## src/rtl/cpu_pkg.sv

```systemverilog
// Shared CPU definitions: fetch FSM states, bubble encoding, visible PC offset,
// and instruction field constants used by both fetch and the controller.
package cpu_pkg;

  typedef enum logic [1:0] {
    IDLE = 2'd0,
    RUN  = 2'd1,
    HOLD = 2'd2
  } fetch_state_e;

  // TST with S=0: decodes as an instruction but writes nothing downstream
  localparam logic [31:0] BUBBLE_WORD = 32'hE100_0000;

  localparam int unsigned PC_OFFSET = 8;

  localparam logic [3:0] COND_EQ = 4'h0;
  localparam logic [3:0] COND_NE = 4'h1;
  localparam logic [3:0] COND_CS = 4'h2;
  localparam logic [3:0] COND_CC = 4'h3;
  localparam logic [3:0] COND_MI = 4'h4;
  localparam logic [3:0] COND_PL = 4'h5;
  localparam logic [3:0] COND_GE = 4'hA;
  localparam logic [3:0] COND_LT = 4'hB;
  localparam logic [3:0] COND_GT = 4'hC;
  localparam logic [3:0] COND_LE = 4'hD;
  localparam logic [3:0] COND_AL = 4'hE;

  localparam logic [3:0] OP_AND = 4'h0;
  localparam logic [3:0] OP_EOR = 4'h1;
  localparam logic [3:0] OP_SUB = 4'h2;
  localparam logic [3:0] OP_RSB = 4'h3;
  localparam logic [3:0] OP_ADD = 4'h4;
  localparam logic [3:0] OP_TST = 4'h8;
  localparam logic [3:0] OP_CMP = 4'hA;
  localparam logic [3:0] OP_ORR = 4'hC;
  localparam logic [3:0] OP_MOV = 4'hD;
  localparam logic [3:0] OP_MVN = 4'hF;

  function automatic logic [3:0] cond_field(input logic [31:0] instr);
    return instr[31:28];
  endfunction

  function automatic logic [3:0] op_field(input logic [31:0] instr);
    return instr[24:21];
  endfunction

endpackage

```

## src/rtl/fetch_skid_buf.sv

```systemverilog
// One-entry instruction+PC holding buffer that catches a memory response
// arriving while the downstream stage is stalled.
module fetch_skid_buf #(
  parameter int ADDR_W = 32,
  parameter int DATA_W = 32
) (
  input  logic              CLOCK_50,
  input  logic              reset,
  input  logic              push,
  input  logic              pop,
  input  logic              flush,
  input  logic [DATA_W-1:0] push_data,
  input  logic [ADDR_W-1:0] push_pc,
  output logic              full,
  output logic [DATA_W-1:0] data,
  output logic [ADDR_W-1:0] pc
);

  // push beats pop so a same-cycle refill keeps the entry occupied
  always_ff @(posedge CLOCK_50) begin
    if (reset || flush) begin
      full <= 1'b0;
    end else if (push) begin
      full <= 1'b1;
    end else if (pop) begin
      full <= 1'b0;
    end
  end

  always_ff @(posedge CLOCK_50) begin
    if (push) begin
      data <= push_data;
      pc   <= push_pc;
    end
  end

endmodule

```

## src/rtl/fetch_unit.sv

```systemverilog
// Instruction fetch stage: owns the PC, reads a 1-cycle-latency instruction memory and
// presents IR_out/PC_out with a skid buffer for stalls. FETCH_PERF_CNT_EN adds fetch/flush counters.
module fetch_unit
  import cpu_pkg::*;
#(
  parameter int                ADDR_W      = 32,
  parameter int                DATA_W      = 32,
  parameter logic [ADDR_W-1:0] RESET_PC    = '0,
  parameter logic [DATA_W-1:0] BUBBLE_WORD = cpu_pkg::BUBBLE_WORD
) (
  input  logic              CLOCK_50,
  input  logic              reset,
  input  logic              stall,
  input  logic              branch_en,
  input  logic [ADDR_W-1:0] branch_target,
  output logic              imem_req,
  output logic [ADDR_W-1:0] imem_addr,
  input  logic [DATA_W-1:0] imem_rdata,
  output logic [DATA_W-1:0] IR_out,
  output logic [ADDR_W-1:0] PC_out,
  output logic              ir_valid
`ifdef FETCH_PERF_CNT_EN
  ,
  output logic [31:0]       fetch_cnt,
  output logic [31:0]       flush_cnt
`endif
);

  localparam logic [ADDR_W-1:0] PC_OFF = ADDR_W'(PC_OFFSET);

  fetch_state_e      state, state_d;
  logic [ADDR_W-1:0] fetch_pc;
  logic              vld_p0;
  logic [ADDR_W-1:0] pc_p0;
  logic [ADDR_W-1:0] pc_vis_p0;
  logic              skid_full, skid_push, skid_pop;
  logic [DATA_W-1:0] skid_data;
  logic [ADDR_W-1:0] skid_pc;

  always_ff @(posedge CLOCK_50) begin
    if (reset) begin
      state <= IDLE;
    end else begin
      state <= state_d;
    end
  end

  // The skid only drains when stall drops, which is exactly when requests resume,
  // so no separate skid term is needed to keep the next word in order.
  always_comb begin
    state_d  = state;
    imem_req = 1'b0;
    case (state)
      IDLE: state_d = RUN;
      RUN: begin
        imem_req = !reset && !stall && !branch_en;
        if (stall && !branch_en) state_d = HOLD;
      end
      HOLD: begin
        imem_req = !reset && !stall && !branch_en;
        if (!stall || branch_en) state_d = RUN;
      end
      default: state_d = IDLE;
    endcase
  end

  assign imem_addr = fetch_pc;
  assign pc_vis_p0 = pc_p0 + PC_OFF;
  assign skid_pop  = !stall && skid_full;
  assign skid_push = vld_p0 && !branch_en && (stall || skid_full);

  fetch_skid_buf #(
    .ADDR_W (ADDR_W),
    .DATA_W (DATA_W)
  ) u_skid (
    .CLOCK_50  (CLOCK_50),
    .reset     (reset),
    .push      (skid_push),
    .pop       (skid_pop),
    .flush     (branch_en),
    .push_data (imem_rdata),
    .push_pc   (pc_vis_p0),
    .full      (skid_full),
    .data      (skid_data),
    .pc        (skid_pc)
  );

  // p0: request issued, response due next cycle
  always_ff @(posedge CLOCK_50) begin
    if (imem_req) pc_p0 <= fetch_pc;
  end

  // p1: response registered into IR_out, or held while stalled
  always_ff @(posedge CLOCK_50) begin
    if (reset) begin
      fetch_pc <= RESET_PC;
      vld_p0   <= 1'b0;
      IR_out   <= BUBBLE_WORD;
      PC_out   <= RESET_PC + PC_OFF;
      ir_valid <= 1'b0;
    end else if (branch_en) begin
      fetch_pc <= branch_target & ~ADDR_W'(3);
      vld_p0   <= 1'b0;
      IR_out   <= BUBBLE_WORD;
      ir_valid <= 1'b0;
    end else begin
      vld_p0 <= imem_req;
      if (imem_req) fetch_pc <= fetch_pc + ADDR_W'(4);
      if (!stall) begin
        if (skid_full) begin
          IR_out   <= skid_data;
          PC_out   <= skid_pc;
          ir_valid <= 1'b1;
        end else if (vld_p0) begin
          IR_out   <= imem_rdata;
          PC_out   <= pc_vis_p0;
          ir_valid <= 1'b1;
        end else begin
          IR_out   <= BUBBLE_WORD;
          ir_valid <= 1'b0;
        end
      end
    end
  end

`ifdef FETCH_PERF_CNT_EN
  always_ff @(posedge CLOCK_50) begin
    if (reset) begin
      fetch_cnt <= '0;
      flush_cnt <= '0;
    end else begin
      if (ir_valid && !stall) fetch_cnt <= fetch_cnt + 32'd1;
      if (branch_en) flush_cnt <= flush_cnt + 32'(vld_p0) + 32'(skid_full);
    end
  end
`else
  // counters not built
`endif

endmodule

```

## config.mk

```make
export PLATFORM = sky130hd
export DESIGN_NAME = fetch_unit
export DESIGN_NICKNAME = d
export VERILOG_FILES = /design/src/rtl/cpu_pkg.sv /design/src/rtl/fetch_skid_buf.sv /design/src/rtl/fetch_unit.sv
export SDC_FILE = /design/constraint.sdc
export NUM_CORES = 1
export LEC_CHECK = 0
export ABC_AREA = 1
export BUFFER_PORTS_ARGS = -buffer_cell sky130_fd_sc_hd__buf_2
export CAP_MARGIN = 20
export CORE_UTILIZATION = 55
export CTS_BUF_LIST = sky130_fd_sc_hd__clkbuf_2 sky130_fd_sc_hd__clkbuf_4 sky130_fd_sc_hd__clkbuf_8
export DETAILED_ROUTE_END_ITERATION = 8
export GPL_TIMING_DRIVEN = 0
export PLACE_DENSITY = 0.88
export SKIP_CTS_REPAIR_TIMING = 1
export SLEW_MARGIN = 10
export SYNTH_ARGS = -nofsm -noshare
export SYNTH_HDL_FRONTEND = slang
export SYNTH_SLANG_ARGS = --single-unit
```

## constraint.sdc

```tcl
create_clock -name CLOCK_50 -period 10.39 [get_ports CLOCK_50]
set_input_delay 2.078 -clock CLOCK_50 [delete_from_list [all_inputs] [get_ports CLOCK_50]]
set_output_delay 2.078 -clock CLOCK_50 [all_outputs]
set_load 0.01 [all_outputs]
```

Word-level counts from Yosys, hierarchy flattened
Index checks and enable logic that the tools add are counted.
{"block": "op_classes", "add_sub_neg": 2, "mul": 0, "n_div": 0, "n_lt_le_gt_ge": 0, "n_eq_ne": 4, "shifts": 0, "mux": 14, "bitwise_logic": 2, "n_reduce_logical": 20}
{"operator": "$mux 32", "n": 6}
{"operator": "$add 32x3->32 const B", "n": 1}
{"operator": "$add 32x4->32 const B", "n": 1}
{"operator": "$logic_and 1x1->1", "n": 6}
{"operator": "$pmux 2 s3", "n": 1}
{"operator": "$reduce_bool 2->1", "n": 3}
{"operator": "$mux 1", "n": 5}
{"operator": "$mux 2", "n": 2}
{"operator": "$ne 2x2->1 const B", "n": 2}
{"operator": "$reduce_or 2->1", "n": 2}
{"operator": "$logic_not 1->1", "n": 3}
{"operator": "$logic_or 1x1->1", "n": 3}
{"operator": "$reduce_and 3->1", "n": 1}
{"operator": "$eq 2x1->1 const B", "n": 1}
{"operator": "$eq 2x2->1 const B", "n": 1}
{"operator": "$logic_not 2->1", "n": 1}
{"operator": "$not 1->1", "n": 2}
{"operator": "$reduce_and 2->1", "n": 1}
{"block": "totals", "ff_bits": 197, "latch_bits": 0, "ram_bits": 0, "romBits": 0, "input_bits": 68, "output_inout_bits": 98, "word_cells": 53, "memories": 0}

Longest topological paths before layout
{"block": "logic_depth", "word_depth": 6, "mapped_depth": 11, "depth_no_buf": 10}

Hierarchy
From an unflattened synthesis, not the netlist that was laid out.
{"block": "unflattened", "cells_unflattened": 1039, "hier_area_um2": 8851.0}
{"module": "fetch_unit", "n_inst": 1, "cells_per_inst": 967, "area_per_inst_um2": 6877.8, "seq_area_each_um2": 2862.7}
{"module": "fetch_skid_buf", "n_inst": 1, "cells_per_inst": 72, "area_per_inst_um2": 1973.1, "seq_area_each_um2": 1941.9}

Least setup slack after synthesis
No wires, ideal clock.
{"block": "synth_timing", "kind": "in2reg", "from": "in branch_en", "to": "reg u_skid.data[0], enable pin", "setup_time_ns": 0.482, "arrival_time_ns": 5.071, "t_required_ns": 9.908, "slack_ns": 4.837, "path_stages": 3, "path_buffers": 2, "cell_sequence": "buf_4 > clkbuf_1 > nor2_1"}
{"block": "synth_between", "elab_chain_cells": 3}
{"item": "start: declaration", "line": "fetch_unit.sv:14", "text": "input logic branch_en,"}
{"item": "$logic_not 1->1", "line": "fetch_unit.sv:70", "text": "assign skid_push = vld_p0 && !branch_en && (stall || skid_full);"}
{"item": "$logic_and 1x1->1 (2 in series)", "line": "fetch_unit.sv:70"}
{"item": "via skid_push", "line": "fetch_unit.sv:36", "text": "logic skid_full, skid_push, skid_pop;"}
{"item": "end signal: assignment", "line": "fetch_skid_buf.sv:32", "text": "data <= push_data;"}
{"item": "end: declaration", "line": "fetch_skid_buf.sv:15", "text": "output logic [DATA_W-1:0] data,"}
The timed path passes the listed nets, and every way through them passes these cells.
A chain may end at the register's enable or synchronous reset.

Worst setup path after layout
{"block": "layout_timing", "from": "in reset", "to": "out imem_req"}
{"block": "layout_between", "elab_chain_cells": 4}
{"item": "start: declaration", "line": "fetch_unit.sv:12", "text": "input logic reset,"}
{"item": "$logic_not 1->1", "line": "fetch_unit.sv:56, fetch_unit.sv:60"}
{"item": "$logic_and 1x1->1 (2 in series)", "line": "fetch_unit.sv:56, fetch_unit.sv:60"}
{"item": "$mux 1"}
{"item": "end: declaration", "line": "fetch_unit.sv:16", "text": "output logic imem_req,"}
No other way between the ends.

==> results_dict.tcl <==
set metrics [dict create \
    cp-end-kind "primary output" \
    cts_buffer_depth 2 \
    outcome "completed" \
    synth-edff-count 92 \
    setup_viol 0 \
    fin_cells 1429 \
    min-delay-path-class "reg -> reg" \
    core_area_mm2 0.0154 \
    synth.ff_latch_count 189 \
    post-route-period-util_pct 54.5 \
    cap_violations 0 \
    holdWs_ns 0.482 \
    min_path_cells 2 \
    grt_overflow 0 \
    min-delay-start "u_skid.data[24]" \
    antenna_found_initial 0 \
    slew_headroom_pct 45.0 \
    root_buffer "clkbuf_8" \
    post_drt_wl_per_cell_um 16.1 \
    synth_compound_area_share_pct 10.1 \
    routed_wl_um 23000 \
    crit_path_start_kind "primary input" \
    synthFlopType "dfxtp_1" \
    rows 45 \
    p_leak_nw 4.19 \
    grt_max_degree 41 \
    gp_congestion 0.921 \
    r2r_setup_slack_ns 8.00 \
    placed_area_mm2 0.00987 \
    regToRegEndpoint "u_skid.pc[8]" \
    synth_area_mm2 0.00874 \
    cp_slowest_stage_delay_ns 0.68 \
    hold_path_end "IR_out[24]" \
    vias 7893 \
    final_area_mm2 0.0103 \
    fin_crit_ns 5.66 \
    die_h_um 128 \
    die_w_um 128 \
    path_cells "buf_2, inv_2, nand2_4, nor2_8, buf_2, buf_2" \
    drc 0 \
    layout-drive-gt1-share_pct 22.3 \
    drtIter0Drc 714 \
    worstSetupPathType "in -> out" \
    r2r-start "vld_p0" \
    drv_slew 0 \
    ys_async_sr_fraction_pct 0 \
    muxShareOfSynthArea_pct 0 \
    synth_xor_area_share_pct 2.12 \
    rsz0062_at_grt "false" \
    viasPerCell 5.52 \
    skew_ns 0.0113 \
    grt_pass1_vias 7292 \
    io_buffers 158 \
    crit_slowest_cell "buf_2" \
    ir_drop_v 0.0000836 \
    h-tree-depth 4 \
    rr_worst_depth 5 \
    initial_utilization_pct 56.8 \
    setup_tns_ns 0 \
    syn_to_final_growth_pct 17.7 \
    worstMarginPinSlew_ns 0.825 \
    fin_ws_ns 4.73 \
    antenna_cells 0 \
    fillers 1266 \
    synth-adder-area-share_pct 0.716 \
    clock-sinks 189 \
    track_usage_pct 29.2 \
    powerDensity_mw_per_mm2 151 \
    cts.clk_slew.worst_paths_ns 0.10 \
    first_pass_iters 7 \
    dieArea_mm2 0.0164 \
    nets 1278 \
    ant_nets 0 \
    synth_cell_types 38 \
    cpMostUsedCell "buf_2" \
    postSynthCellCount 1023 \
    dpl.hpwl_um 17000 \
    hold_viol 0 \
    yosysWarnings 0 \
    cts_buffers 17 \
    path_max_fanout 40 \
    yosysSeqAreaShare_pct 53.8 \
    synth_top_family_by_area "simple AND/OR/NAND/NOR gates" \
    grt_pass1_wl_um 36700 \
    worstPathArrival_ns 3.59 \
    clock_latency_ns 0.49 \
    pre_cts_ws_ns 4.74 \
    syn_avg_cell_area_um2 8.54 \
    dp.cells 1397 \
    fmax_mhz 177 \
    ios 166 \
    crit_required_ns 8.31 \
    cts_tree "yes" \
    synthSimpleGateAreaFrac_pct 28.0 \
]
## critical path: cells and delay by family
family                 cells  cell delay [ns]
and+or+nand+nor            2             0.24
buffers and inverters      4             1.25
## state kept, by name, indices dropped and copies added (netlist names)
signal	count
imem_addr	30
vld_p0	1
u_skid.data	32
u_skid.pc	30
ir_valid	1
state	2
pc_p0	30
u_skid.full	1
IR_out	32
PC_out	30
## cell usage after synthesis (all sizes together) (6+ instances only)
cell type	instances	share of area (%)
nand2	317	14
nor2	108	6.4
dfxtp	97	22
edfxtp	92	32
nand3	84	4.9
a21oi	77	4.5
inv	59	2.6
o21ai	39	2.2
a31oi	35	2.5
buf	29	1.8
clkbuf	19	0.82
xor2	11	1.6
nand4	9	0.64
nand3b	8	0.69
and2	7	0.50
nor3	7	0.40
o211ai	6	0.52
## through the flow
step	utilization [%]	power, mW
finish	66.9	1.55
detailed placement	64.2	1.06
floorplan	-	0.981
global placement	63.8	1.05
global route	66.9	1.61
CTS	66.9	1.55
## per-layer routing
metal  wire [um]  up-vias  track usage (%)
li1            -     3784                -
met1        9640     3667             38.6
met2       10900      376             46.6
met3        1680       66             5.09
met4         810        0             14.4
met5           0        -                0
## cell usage in the layout, fill, tap and decap left out, types with 2 or more instances in the layout
master,instances
buf_1,3
nor2_2,8
nand3b_1,8
nand3_2,2
inv_2,6
inv_1,52
nor2_4,14
buf_16,2
nor2_8,2
xor2_1,5
nor2_1,84
o21ai_0,39
conb_1,4
inv_6,4
buf_2,177
o211ai_1,6
ha_1,5
a31oi_1,35
a211oi_1,3
inv_4,2
nor3_1,7
nand4_1,9
buf_4,7
clkbuf_8,21
nand3_1,82
bufinv_16,2
nand2_1,305
nand2_2,9
edfxtp_1,92
a21oi_1,76
xor2_2,6
dfxtp_1,97
xnor2_1,5
clkbuf_1,19
clkinv_2,2
nand2_4,3
and2_1,7
## final cells by class
class	count	area (um2)	area share, %
buffer	48	230	2.24
clock buffer	21	289	2.81
clock inverter	11	128	1.24
inverter	60	228	2.21
multi-input combinational	729	3590	34.9
sequential	189	4700	45.8
tap	211	264	2.57
timing repair buffer	160	846	8.23
## cell families after synthesis
kind of cell / count (synthesis)
adders and majority gates: 5
and+or+nand+nor: 543
xor gates and xnor gates: 16
DFF: 189
other: 1
AOI/OAI and AO/OA: 161
buffers and inverters: 108
## worst max-delay path by stage
stage                    from             end  slack (ns)
global route            reset        imem_req        4.62
CTS                     reset        imem_req        4.73
finish                  reset        imem_req        4.73
floorplan           branch_en  u_skid.data[0]        4.84
global placement    branch_en   u_skid.pc[10]        3.55
detailed placement      reset        imem_req        4.74
## where the power goes
part           internal (mW)  switching, mW
clock                  0.242          0.265
combinational         0.0668          0.124
sequential             0.820         0.0346
No activity file was read; power rests on OpenSTA's default activity.
